===== src/rtl/gcd_rr_arbiter_pkg.sv =====
// gcd_pkg: shared types for the round-robin GCD arbiter and the GCD core.
//   arb_state_t  - arbiter sequencer states
//   core_state_t - subtractive GCD core states
package gcd_pkg;

  typedef enum logic [1:0] {
    IDLE   = 2'd0,
    RUN    = 2'd1,
    DRAIN  = 2'd2,
    BYPASS = 2'd3
  } arb_state_t;

  typedef enum logic [1:0] {
    CORE_IDLE = 2'd0,
    CORE_CALC = 2'd1,
    CORE_DONE = 2'd2
  } core_state_t;

endpackage


===== src/rtl/gcd_rr_arbiter_rr_pick.sv =====
// rr_pick: combinational round-robin picker.
//   req   - request vector
//   ptr   - highest-priority index (search starts here, wraps modulo N_REQ)
//   valid - any request present
//   idx   - first set request at or after ptr
module rr_pick #(
  parameter  int N_REQ = 4,
  localparam int IDX_W = $clog2(N_REQ)
) (
  input  logic [N_REQ-1:0] req,
  input  logic [IDX_W-1:0] ptr,
  output logic             valid,
  output logic [IDX_W-1:0] idx
);

  logic [2*N_REQ-1:0] doubled;
  logic [N_REQ-1:0]   rotated;
  logic [IDX_W-1:0]   off;
  logic [IDX_W:0]     sum;

  // Rotating the request vector right by ptr puts ptr at bit 0, so the
  // lowest set bit of rotated is the offset of the winner from ptr.
  assign doubled = {req, req} >> ptr;
  assign rotated = doubled[N_REQ-1:0];

  always_comb begin
    valid = 1'b0;
    off   = '0;
    for (int i = N_REQ - 1; i >= 0; i--) begin
      if (rotated[i]) begin
        valid = 1'b1;
        off   = IDX_W'(i);
      end
    end
  end

  // ptr + off can exceed N_REQ-1 when N_REQ is not a power of two.
  always_comb begin
    sum = {1'b0, ptr} + {1'b0, off};
    if (sum >= (IDX_W + 1)'(N_REQ)) sum = sum - (IDX_W + 1)'(N_REQ);
    idx = sum[IDX_W-1:0];
  end

endmodule


===== src/rtl/gcd_rr_arbiter.sv =====
// gcd_rr_arbiter: round-robin sequencer sharing one GCD core among N_REQ
// requesters. Zero-operand requests are answered locally (a | b).
//   clk, rst          - clock, synchronous active-high reset
//   req               - request levels, held until ack
//   a_in, b_in        - packed operands, slice i = [i*WIDTH +: WIDTH]
//   ack               - one-hot, one-cycle completion pulse
//   result            - GCD of acknowledged request, held until next ack
//   busy              - arbiter not in IDLE
//   grant_id          - index of request in service
//   core_go           - go to the core
//   core_x, core_y    - core operands (captured op_a/op_b)
//   core_done         - done from the core
//   core_result       - core result
//   state_dbg         - sequencer state
//
// Core handshake (four-phase): core_go rises in RUN and stays high until
// core_done is seen; core_go then falls (DRAIN) and the arbiter waits for
// core_done to fall before starting another transaction. core_x/core_y are
// stable for the whole time core_go is high.
module gcd_rr_arbiter
  import gcd_pkg::*;
#(
  parameter  int N_REQ = 4,
  parameter  int WIDTH = 16,
  localparam int IDX_W = $clog2(N_REQ)
) (
  input  logic                   clk,
  input  logic                   rst,
  input  logic [N_REQ-1:0]       req,
  input  logic [N_REQ*WIDTH-1:0] a_in,
  input  logic [N_REQ*WIDTH-1:0] b_in,
  output logic [N_REQ-1:0]       ack,
  output logic [WIDTH-1:0]       result,
  output logic                   busy,
  output logic [IDX_W-1:0]       grant_id,
  output logic                   core_go,
  output logic [WIDTH-1:0]       core_x,
  output logic [WIDTH-1:0]       core_y,
  input  logic                   core_done,
  input  logic [WIDTH-1:0]       core_result,
  output arb_state_t             state_dbg
);

  arb_state_t       state, state_next;
  logic [IDX_W-1:0] rr_ptr, next_ptr;
  logic [WIDTH-1:0] op_a, op_b;
  logic             pick_valid;
  logic [IDX_W-1:0] pick_idx;
  logic [WIDTH-1:0] pick_a, pick_b;
  logic [N_REQ-1:0] grant_onehot;

  rr_pick #(.N_REQ(N_REQ)) u_pick (
    .req   (req),
    .ptr   (rr_ptr),
    .valid (pick_valid),
    .idx   (pick_idx)
  );

  always_comb begin
    pick_a = '0;
    pick_b = '0;
    for (int i = 0; i < N_REQ; i++) begin
      if (pick_idx == IDX_W'(i)) begin
        pick_a = a_in[i*WIDTH +: WIDTH];
        pick_b = b_in[i*WIDTH +: WIDTH];
      end
    end
  end

  assign next_ptr     = (grant_id == IDX_W'(N_REQ - 1)) ? '0 : grant_id + IDX_W'(1);
  assign grant_onehot = N_REQ'(1) << grant_id;

  always_comb begin
    state_next = state;
    case (state)
      IDLE:   if (pick_valid) state_next = (pick_a == '0 || pick_b == '0) ? BYPASS : RUN;
      RUN:    if (core_done) state_next = DRAIN;
      DRAIN:  if (!core_done) state_next = IDLE;
      BYPASS: state_next = IDLE;
      default: state_next = IDLE;
    endcase
  end

  always_ff @(posedge clk) begin
    if (rst) begin
      state    <= IDLE;
      rr_ptr   <= '0;
      grant_id <= '0;
      op_a     <= '0;
      op_b     <= '0;
      ack      <= '0;
      result   <= '0;
    end else begin
      state <= state_next;
      ack   <= '0;
      case (state)
        IDLE: if (pick_valid) begin
          grant_id <= pick_idx;
          op_a     <= pick_a;
          op_b     <= pick_b;
        end
        RUN: if (core_done) begin
          result <= core_result;
          ack    <= grant_onehot;
        end
        DRAIN: if (!core_done) rr_ptr <= next_ptr;
        BYPASS: begin
          // gcd(0,b)=b, gcd(a,0)=a, gcd(0,0)=0
          result <= op_a | op_b;
          ack    <= grant_onehot;
          rr_ptr <= next_ptr;
        end
        default: ;
      endcase
    end
  end

  assign busy      = (state != IDLE);
  assign core_go   = (state == RUN);
  assign core_x    = op_a;
  assign core_y    = op_b;
  assign state_dbg = state;

endmodule


===== config.mk =====
export PLATFORM = sky130hd
export DESIGN_NAME = gcd_rr_arbiter
export DESIGN_NICKNAME = d
export VERILOG_FILES = /design/src/rtl/gcd_rr_arbiter_pkg.sv /design/src/rtl/gcd_rr_arbiter_rr_pick.sv /design/src/rtl/gcd_rr_arbiter.sv
export SDC_FILE = /design/constraint.sdc
export NUM_CORES = 1
export LEC_CHECK = 0
export ABC_AREA = 0
export ABC_CLOCK_PERIOD_IN_PS = 4600
export BUFFER_PORTS_ARGS = -buffer_cell sky130_fd_sc_hd__buf_4
export CORE_AREA = 2 2 90 92
export DETAILED_ROUTE_END_ITERATION = 6
export DIE_AREA = 0 0 92 94
export PLACE_DENSITY = 0.78
export SYNTH_ARGS = -nofsm -noshare
export SYNTH_HDL_FRONTEND = slang
export SYNTH_SLANG_ARGS = --single-unit

===== constraint.sdc =====
create_clock -name clk -period 4.6 [get_ports clk]
set_input_delay 0.46 -clock clk [delete_from_list [all_inputs] [get_ports clk]]
set_output_delay 0.46 -clock clk [all_outputs]
set_load 0.02 [all_outputs]

======== Yosys cells after proc, flatten, opt, wreduce, memory -nomap -nowiden ========
Index checks and enable logic that the tools add are counted.
W data, S select, Z words.
cells by class
  $add $sub $neg .......................... 3
  order comparisons ....................... 1
  eq/ne operators ......................... 10
  shifts and indexed selects .............. 2
  muxes and demuxes ....................... 29
  bitwise operators ....................... 1
  reduce and logical (&&, ||, !) cells .... 12
operators by type and width
  kind                   number
  $mux W16               9
  $logic_not A16 Y1      2
  $pmux W16 S2           1
  $mux W2                11
  $or A16 B16 Y16        1
  $eq A2 B2 Y1 const B   5
  $pmux W2 S4            1
  $pmux W4 S2            1
  $shr A8 B2 Y4          1
  $reduce_and A2 Y1      3
  $reduce_bool A2 Y1     3
  $eq A2 B1 Y1 const B   2
  $logic_not A2 Y1       2
  $mux W1                4
  $mux W4                1
  $ne A2 B2 Y1 const B   2
  $pmux W2 S2            1
  $shl A1 B2 Y4 const A  1
  $add A2 B2 Y3          1
  $ge A3 B3 Y1 const B   1
  $reduce_and A3 Y1      1
  $add A2 B1 Y2 const B  1
  $ne A2 B1 Y1 const B   1
  $sub A2 B1 Y2 const B  1
  $logic_or A1 B1 Y1     1
storage, ports and cells
  bits in registers ....................... 58
  output and inout bits ................... 58
  word-level logic and storage cells ...... 65

======== Longest topological paths before layout ========
  depth after elaboration ................. 18
  depth in mapped cells ................... 13
  depth with buffers taken out ............ 11

======== Cells and area by module ========
Synthesis repeated with hierarchy kept, for this count alone.
second synthesis, totals
  cells, all modules ...................... 353
  area, all modules ....................... 3263.1 µm²
by module, submodules not included
  module          times used  cells an instance  area each (µm²)  seq. area each (µm²)
  gcd_rr_arbiter  1           330                3083.0           1161.1
  rr_pick         1           23                 180.2            0.0

======== Worst setup path after synthesis ========
Ideal clock, no wire load.
  kind .................................... input -> register
  from .................................... input port req[1]
  to ...................................... register state[1], in the netlist state_dbg[1]
  data arrival time ....................... 3326 ps
  data required time ...................... 4526 ps
  slack ................................... 1200 ps
  stages on the path ...................... 11
  path buffers ............................ 2
  path through ............................ and2b_1 > a221oi_1 > a21oi_1 > a211o_1 > ha_1 > buf_1 > clkbuf_1 > mux4_2 > nor4_1 > nand4_1 > a31oi_1
between the ends
  word-level cells in the longest chain between the ends .. 18
ends and longest elaborated chain
  element                                               RTL line                      RTL
  from (decl)                                           gcd_rr_arbiter.sv:29          input logic [N_REQ-1:0] req,
  $shr A8 B2 Y4 (*)                                     gcd_rr_arbiter_rr_pick.sv:23  assign doubled = {req, req} >> ptr;
  $mux W2 (3 in a row)                                  gcd_rr_arbiter_rr_pick.sv:30  if (rotated[i]) begin
  $mux W2 (*)                                           gcd_rr_arbiter_rr_pick.sv:30
  $add A2 B2 Y3 (*)                                     gcd_rr_arbiter_rr_pick.sv:39  sum = {1'b0, ptr} + {1'b0, off};
  $ge A3 B3 Y1 / $sub A2 B1 Y2 (equally long branches)  gcd_rr_arbiter_rr_pick.sv:40  if (sum >= (IDX_W + 1)'(N_REQ)) sum = sum - (IDX_W + 1)'(N_REQ);
  $mux W2 (*)                                           gcd_rr_arbiter_rr_pick.sv:40
  net pick_idx[0]                                       gcd_rr_arbiter.sv:48          logic [IDX_W-1:0] pick_idx;
  $logic_not A2 Y1                                      gcd_rr_arbiter.sv:63          if (pick_idx == IDX_W'(i)) begin
  $mux W16 (4 in a row)                                 gcd_rr_arbiter.sv:63
  $logic_not A16 Y1                                     gcd_rr_arbiter.sv:76          IDLE: if (pick_valid) state_next = (pick_a == '0 || pick_b == '0) ? BYPASS : RUN;
  $logic_or A1 B1 Y1 (*)                                gcd_rr_arbiter.sv:76
  $mux W2 (*) (2 in a row)                              gcd_rr_arbiter.sv:76
  $pmux W2 S4 (*)                                       gcd_rr_arbiter.sv:75          case (state)
  to (signal assigned)                                  gcd_rr_arbiter.sv:94          state <= state_next;
  to (decl)                                             gcd_rr_arbiter.sv:44          arb_state_t state, state_next;
The timed path passes the listed nets; every way through them passes the cells marked *. The select of a mux whose other input is x is not followed.
A chain may end at the register's enable or synchronous reset.

======== Worst setup path in the final report ========
  from .................................... register rr_ptr[0]
  to ...................................... register state[1], in the netlist state_dbg[1]
between the ends
  word-level cells in the longest chain between the ends .. 18
ends and longest elaborated chain
  element                                               RTL line                      RTL
  from (decl)                                           gcd_rr_arbiter.sv:45          logic [IDX_W-1:0] rr_ptr, next_ptr;
  from (signal assigned)                                gcd_rr_arbiter.sv:106         DRAIN: if (!core_done) rr_ptr <= next_ptr;
  from (signal assigned)                                gcd_rr_arbiter.sv:111         rr_ptr <= next_ptr;
  $shr A8 B2 Y4                                         gcd_rr_arbiter_rr_pick.sv:23
  $mux W2 (4 in a row)                                  gcd_rr_arbiter_rr_pick.sv:30
  $add A2 B2 Y3                                         gcd_rr_arbiter_rr_pick.sv:39
  $ge A3 B3 Y1 / $sub A2 B1 Y2 (equally long branches)  gcd_rr_arbiter_rr_pick.sv:40
  $mux W2                                               gcd_rr_arbiter_rr_pick.sv:40
  $logic_not A2 Y1                                      gcd_rr_arbiter.sv:63
  $mux W16 (4 in a row)                                 gcd_rr_arbiter.sv:63
  $logic_not A16 Y1                                     gcd_rr_arbiter.sv:76
  $logic_or A1 B1 Y1                                    gcd_rr_arbiter.sv:76
  $mux W2 (2 in a row)                                  gcd_rr_arbiter.sv:76
  $pmux W2 S4                                           gcd_rr_arbiter.sv:75
Several ways; a longest one is shown, not always the timed one. The select of a mux whose other input is x is not followed.

==> impl_metrics.env <==
export IMPL_drv_slew=0
export IMPL_slowest_delay_ps=840
export IMPL_cts_buffers=9
export IMPL_dpl_hpwl_um=10030
export IMPL_final_setup_tns_ps=0
export IMPL_post_cts_buffers=0
export IMPL_vias_per_cell=5.533
export IMPL_fin_hold_ws_ps=470.4
export IMPL_cts_root_buf="clkbuf_8"
export IMPL_critPathTopFamily="XOR/XNOR gates"
export IMPL_slew_headroom_pct=19.40
export IMPL_dieArea_mm2=0.008648
export IMPL_tightest_slew_ps=1209
export IMPL_rsz0062_at_grt="no"
export IMPL_clock_sinks=58
export IMPL_power_internal_mw=1.263
export IMPL_drt_pass1_iter_count=5
export IMPL_drv_cap=0
export IMPL_cts_htree_levels=3
export IMPL_clock_skew_ps=8.111
export IMPL_route_met3_wl_um=907
export IMPL_die_x_um=92
export IMPL_rows=32
export IMPL_ant_nets=0
export IMPL_port_buffers=208
export IMPL_cp_num_buf_inv=0
export IMPL_wl_per_cell_um=18.88
export IMPL_clockBufferDepth=2
export IMPL_seq_area_frac_synth_pct=35.86
export IMPL_p_comb_share_pct=38.6
export IMPL_wl_met1_um=4794
export IMPL_cts_tree="done"
export IMPL_core_mm2=0.007607
export IMPL_crit_required_ps=4860
export IMPL_finish_instance_area_mm2=0.005060
export IMPL_hold_buffers=0
export IMPL_setup_slack_ps=924.0
export IMPL_clkPwrFrac_pct=27.7
export IMPL_outcome="complete, no violations"
export IMPL_area_growth_pct=56.26
export IMPL_synth_nets=508
export IMPL_swShare_pct=33.54
export IMPL_layout_drive_gt1_share_pct=46.99
export IMPL_n_fill_cell=648
export IMPL_synth_simple_area_share_pct=17.77
export IMPL_wl_met2_um=6232
export IMPL_synth_main_ff_cell="dfxtp_1"
export IMPL_place_area_mm2=0.004831
export IMPL_synthArstFlopShare_pct=0
export IMPL_power_frac_seq_pct=33.7
export IMPL_antenna_cells=0
export IMPL_muxShareOfSynthArea_pct=23.26
export IMPL_grt_usage_pct=28.35
export IMPL_routabilityCongestion=0.9472
export IMPL_cp_start_kind="flop"
export IMPL_setup_worst_path_class="reg -> reg"
export IMPL_drc=0
export IMPL_p_switching_uw=637.4
export IMPL_worstPathArrival_ps=3930
export IMPL_peakVddDrop_uv=170.6
export IMPL_finalHoldViolCount=0
export IMPL_timing_final_crit_period_ps=3676
export IMPL_synthAdderAreaFrac_pct=1.932
export IMPL_drt_iter0_drc=239
export IMPL_cts_repair_resized=0
export IMPL_p_per_area_mw_per_mm2=375.6
export IMPL_synth_cell_types=37
export IMPL_grt_max_degree=56
export IMPL_period_share_pct=79.91
export IMPL_clk_latency_ps=320
export IMPL_final_setup_viol_count=0
export IMPL_syn_instance_count=352
export IMPL_nets=700
export IMPL_max_freq_mhz=272.0
export IMPL_first_global_vias=3515
export IMPL_end_kind="flop"
export IMPL_critical_path_max_fanout=33
export IMPL_cpMaxStageDelayCell="xnor2_4"
export IMPL_synth_area_mm2=0.003238
export IMPL_clk_pin_slew_ps=70
export IMPL_syn_avg_cell_area_um2=9.199
export IMPL_p_leak_nw=2.271
export IMPL_io_pins=209
export IMPL_crit_path_cell_trace="nor2_1, a221oi_1, a21oi_1, a211o_1, ha_2, xnor2_1, xnor2_4, mux4_1, nor4_1, nand4_1, a31oi_1"
export IMPL_ys_warn_count=0
export IMPL_synth_xor_area_share_pct=0.7728
export IMPL_antenna_found_initial=0
export IMPL_drt_wl_total_um=12290
export IMPL_initial_core_util_pct=42.57
export IMPL_synth_seq_cells=58
export IMPL_die_h_um=94
export IMPL_power_mw=1.900
export IMPL_hold_path_class="reg -> reg"
export IMPL_synth_compound_area_share_pct=15.84
export IMPL_synth_top_family_by_area="multiplexers"
export IMPL_globalRouteOverflowTotal=0
export IMPL_dr_max_layer_used="met4"
export IMPL_grt_pass1_wl_um=18660
export IMPL_place_worst_setup_slack_ps=854.6
export IMPL_vias=3602
export IMPL_synth_edf_count=0
==> placed cells by master (no fill, tap or decap), types with 3 or more instances in the layout <==
master      n
mux4_2     26
mux4_1      6
a21oi_1    54
dfxtp_1    58
and2_1      4
clkbuf_8   11
o32ai_1    13
nor2_1     38
buf_4     210
nor4_1     10
ha_1        4
nor2b_1     3
nor3_1      5
inv_1       4
nand2_1    70
==> kinds of logic after synthesis <==
| family | after synthesis |
|---|---|
| flip-flops | 58 |
| AND/OR/NAND/NOR | 136 |
| adder cells (fa/ha/maj) | 5 |
| buffers and inverters | 33 |
| AO/OA/AOI/OAI | 85 |
| multiplexers | 33 |
| XOR/XNOR | 2 |
==> tightest hold or removal path, delay by kind of cell, from the launching register on <==
kind | cells | cell delay, ps
DFF | 1 | 310
AOI/OAI and AO/OA | 1 | 60
buffers and inverters | 1 | 50
==> cell type report <==
type,count,area [um^2],share of cell area [%]
Clock buffer,12,155.1,3.066
Clock inverter,4,73.82,1.459
Inverter,4,15.01,0.2967
Multi-Input combinational cell,261,1951,38.55
Sequential cell,58,1161,22.95
Tap cell,102,127.6,2.522
Timing Repair Buffer,210,1577,31.16
==> cells in the mapped netlist, types with 3 or more instances <==
cell type | count | area [um^2]
mux4_2 | 26 | 585.6
and2_1 | 4 | 25.02
a21oi_1 | 55 | 275.3
nor2b_1 | 3 | 18.77
clkbuf_1 | 21 | 78.83
nor3_1 | 5 | 25.02
ha_1 | 5 | 62.56
mux4_1 | 6 | 157.7
o32ai_1 | 13 | 113.9
dfxtp_1 | 58 | 1161
inv_1 | 4 | 15.01
buf_1 | 3 | 11.26
nor2_1 | 38 | 142.6
nor4_1 | 10 | 62.56
nand2_1 | 70 | 262.8
==> through the flow <==
step	util, %	cells
after floorplan	-	352
after global placement	63.50	635
after detailed placement	63.50	635
after CTS	66.51	651
after global routing	66.51	651
final	66.51	651
==> registers in the layout, summed over array words and instances (netlist names) <==
| signal | cells |
|---|---|
| core_y | 16 |
| grant_id | 2 |
| state_dbg | 2 |
| result | 16 |
| rr_ptr | 2 |
| core_x | 16 |
| ack | 4 |
==> path summary, 6_finish.rpt <==
kind	to	cells past startpoint	slack, ps	start
setup / recovery	state_dbg[1]$_SDFFE_PP0P_	11	920	rr_ptr[0]$_SDFFE_PP0P_
hold / removal	result[2]$_SDFFE_PP0P_	2	470	result[2]$_SDFFE_PP0P_
setup reg to reg	state_dbg[1]$_SDFFE_PP0P_	11	920	rr_ptr[0]$_SDFFE_PP0P_
hold reg to reg	result[2]$_SDFFE_PP0P_	2	470	result[2]$_SDFFE_PP0P_
==> power groups by stage <==
| stage | clock (mW) | sequential, mW | combinational [mW] |
|---|---|---|---|
| detailed placement | 0 | 0.650 | 0.729 |
| floorplan | 0 | 0.700 | 0.371 |
| global route | 0.554 | 0.649 | 0.786 |
| CTS | 0.534 | 0.639 | 0.731 |
| finish | 0.527 | 0.640 | 0.733 |
| global placement | 0 | 0.647 | 0.717 |
==> routing by layer <==
layer / up-vias / GRT usage [%]
li1: 1678 / -
met1: 1679 / 34.36
met2: 213 / 49.63
met3: 32 / 5.698
met4: 0 / 11.19
met5: - / 0
(Power assumes the default switching activity.)
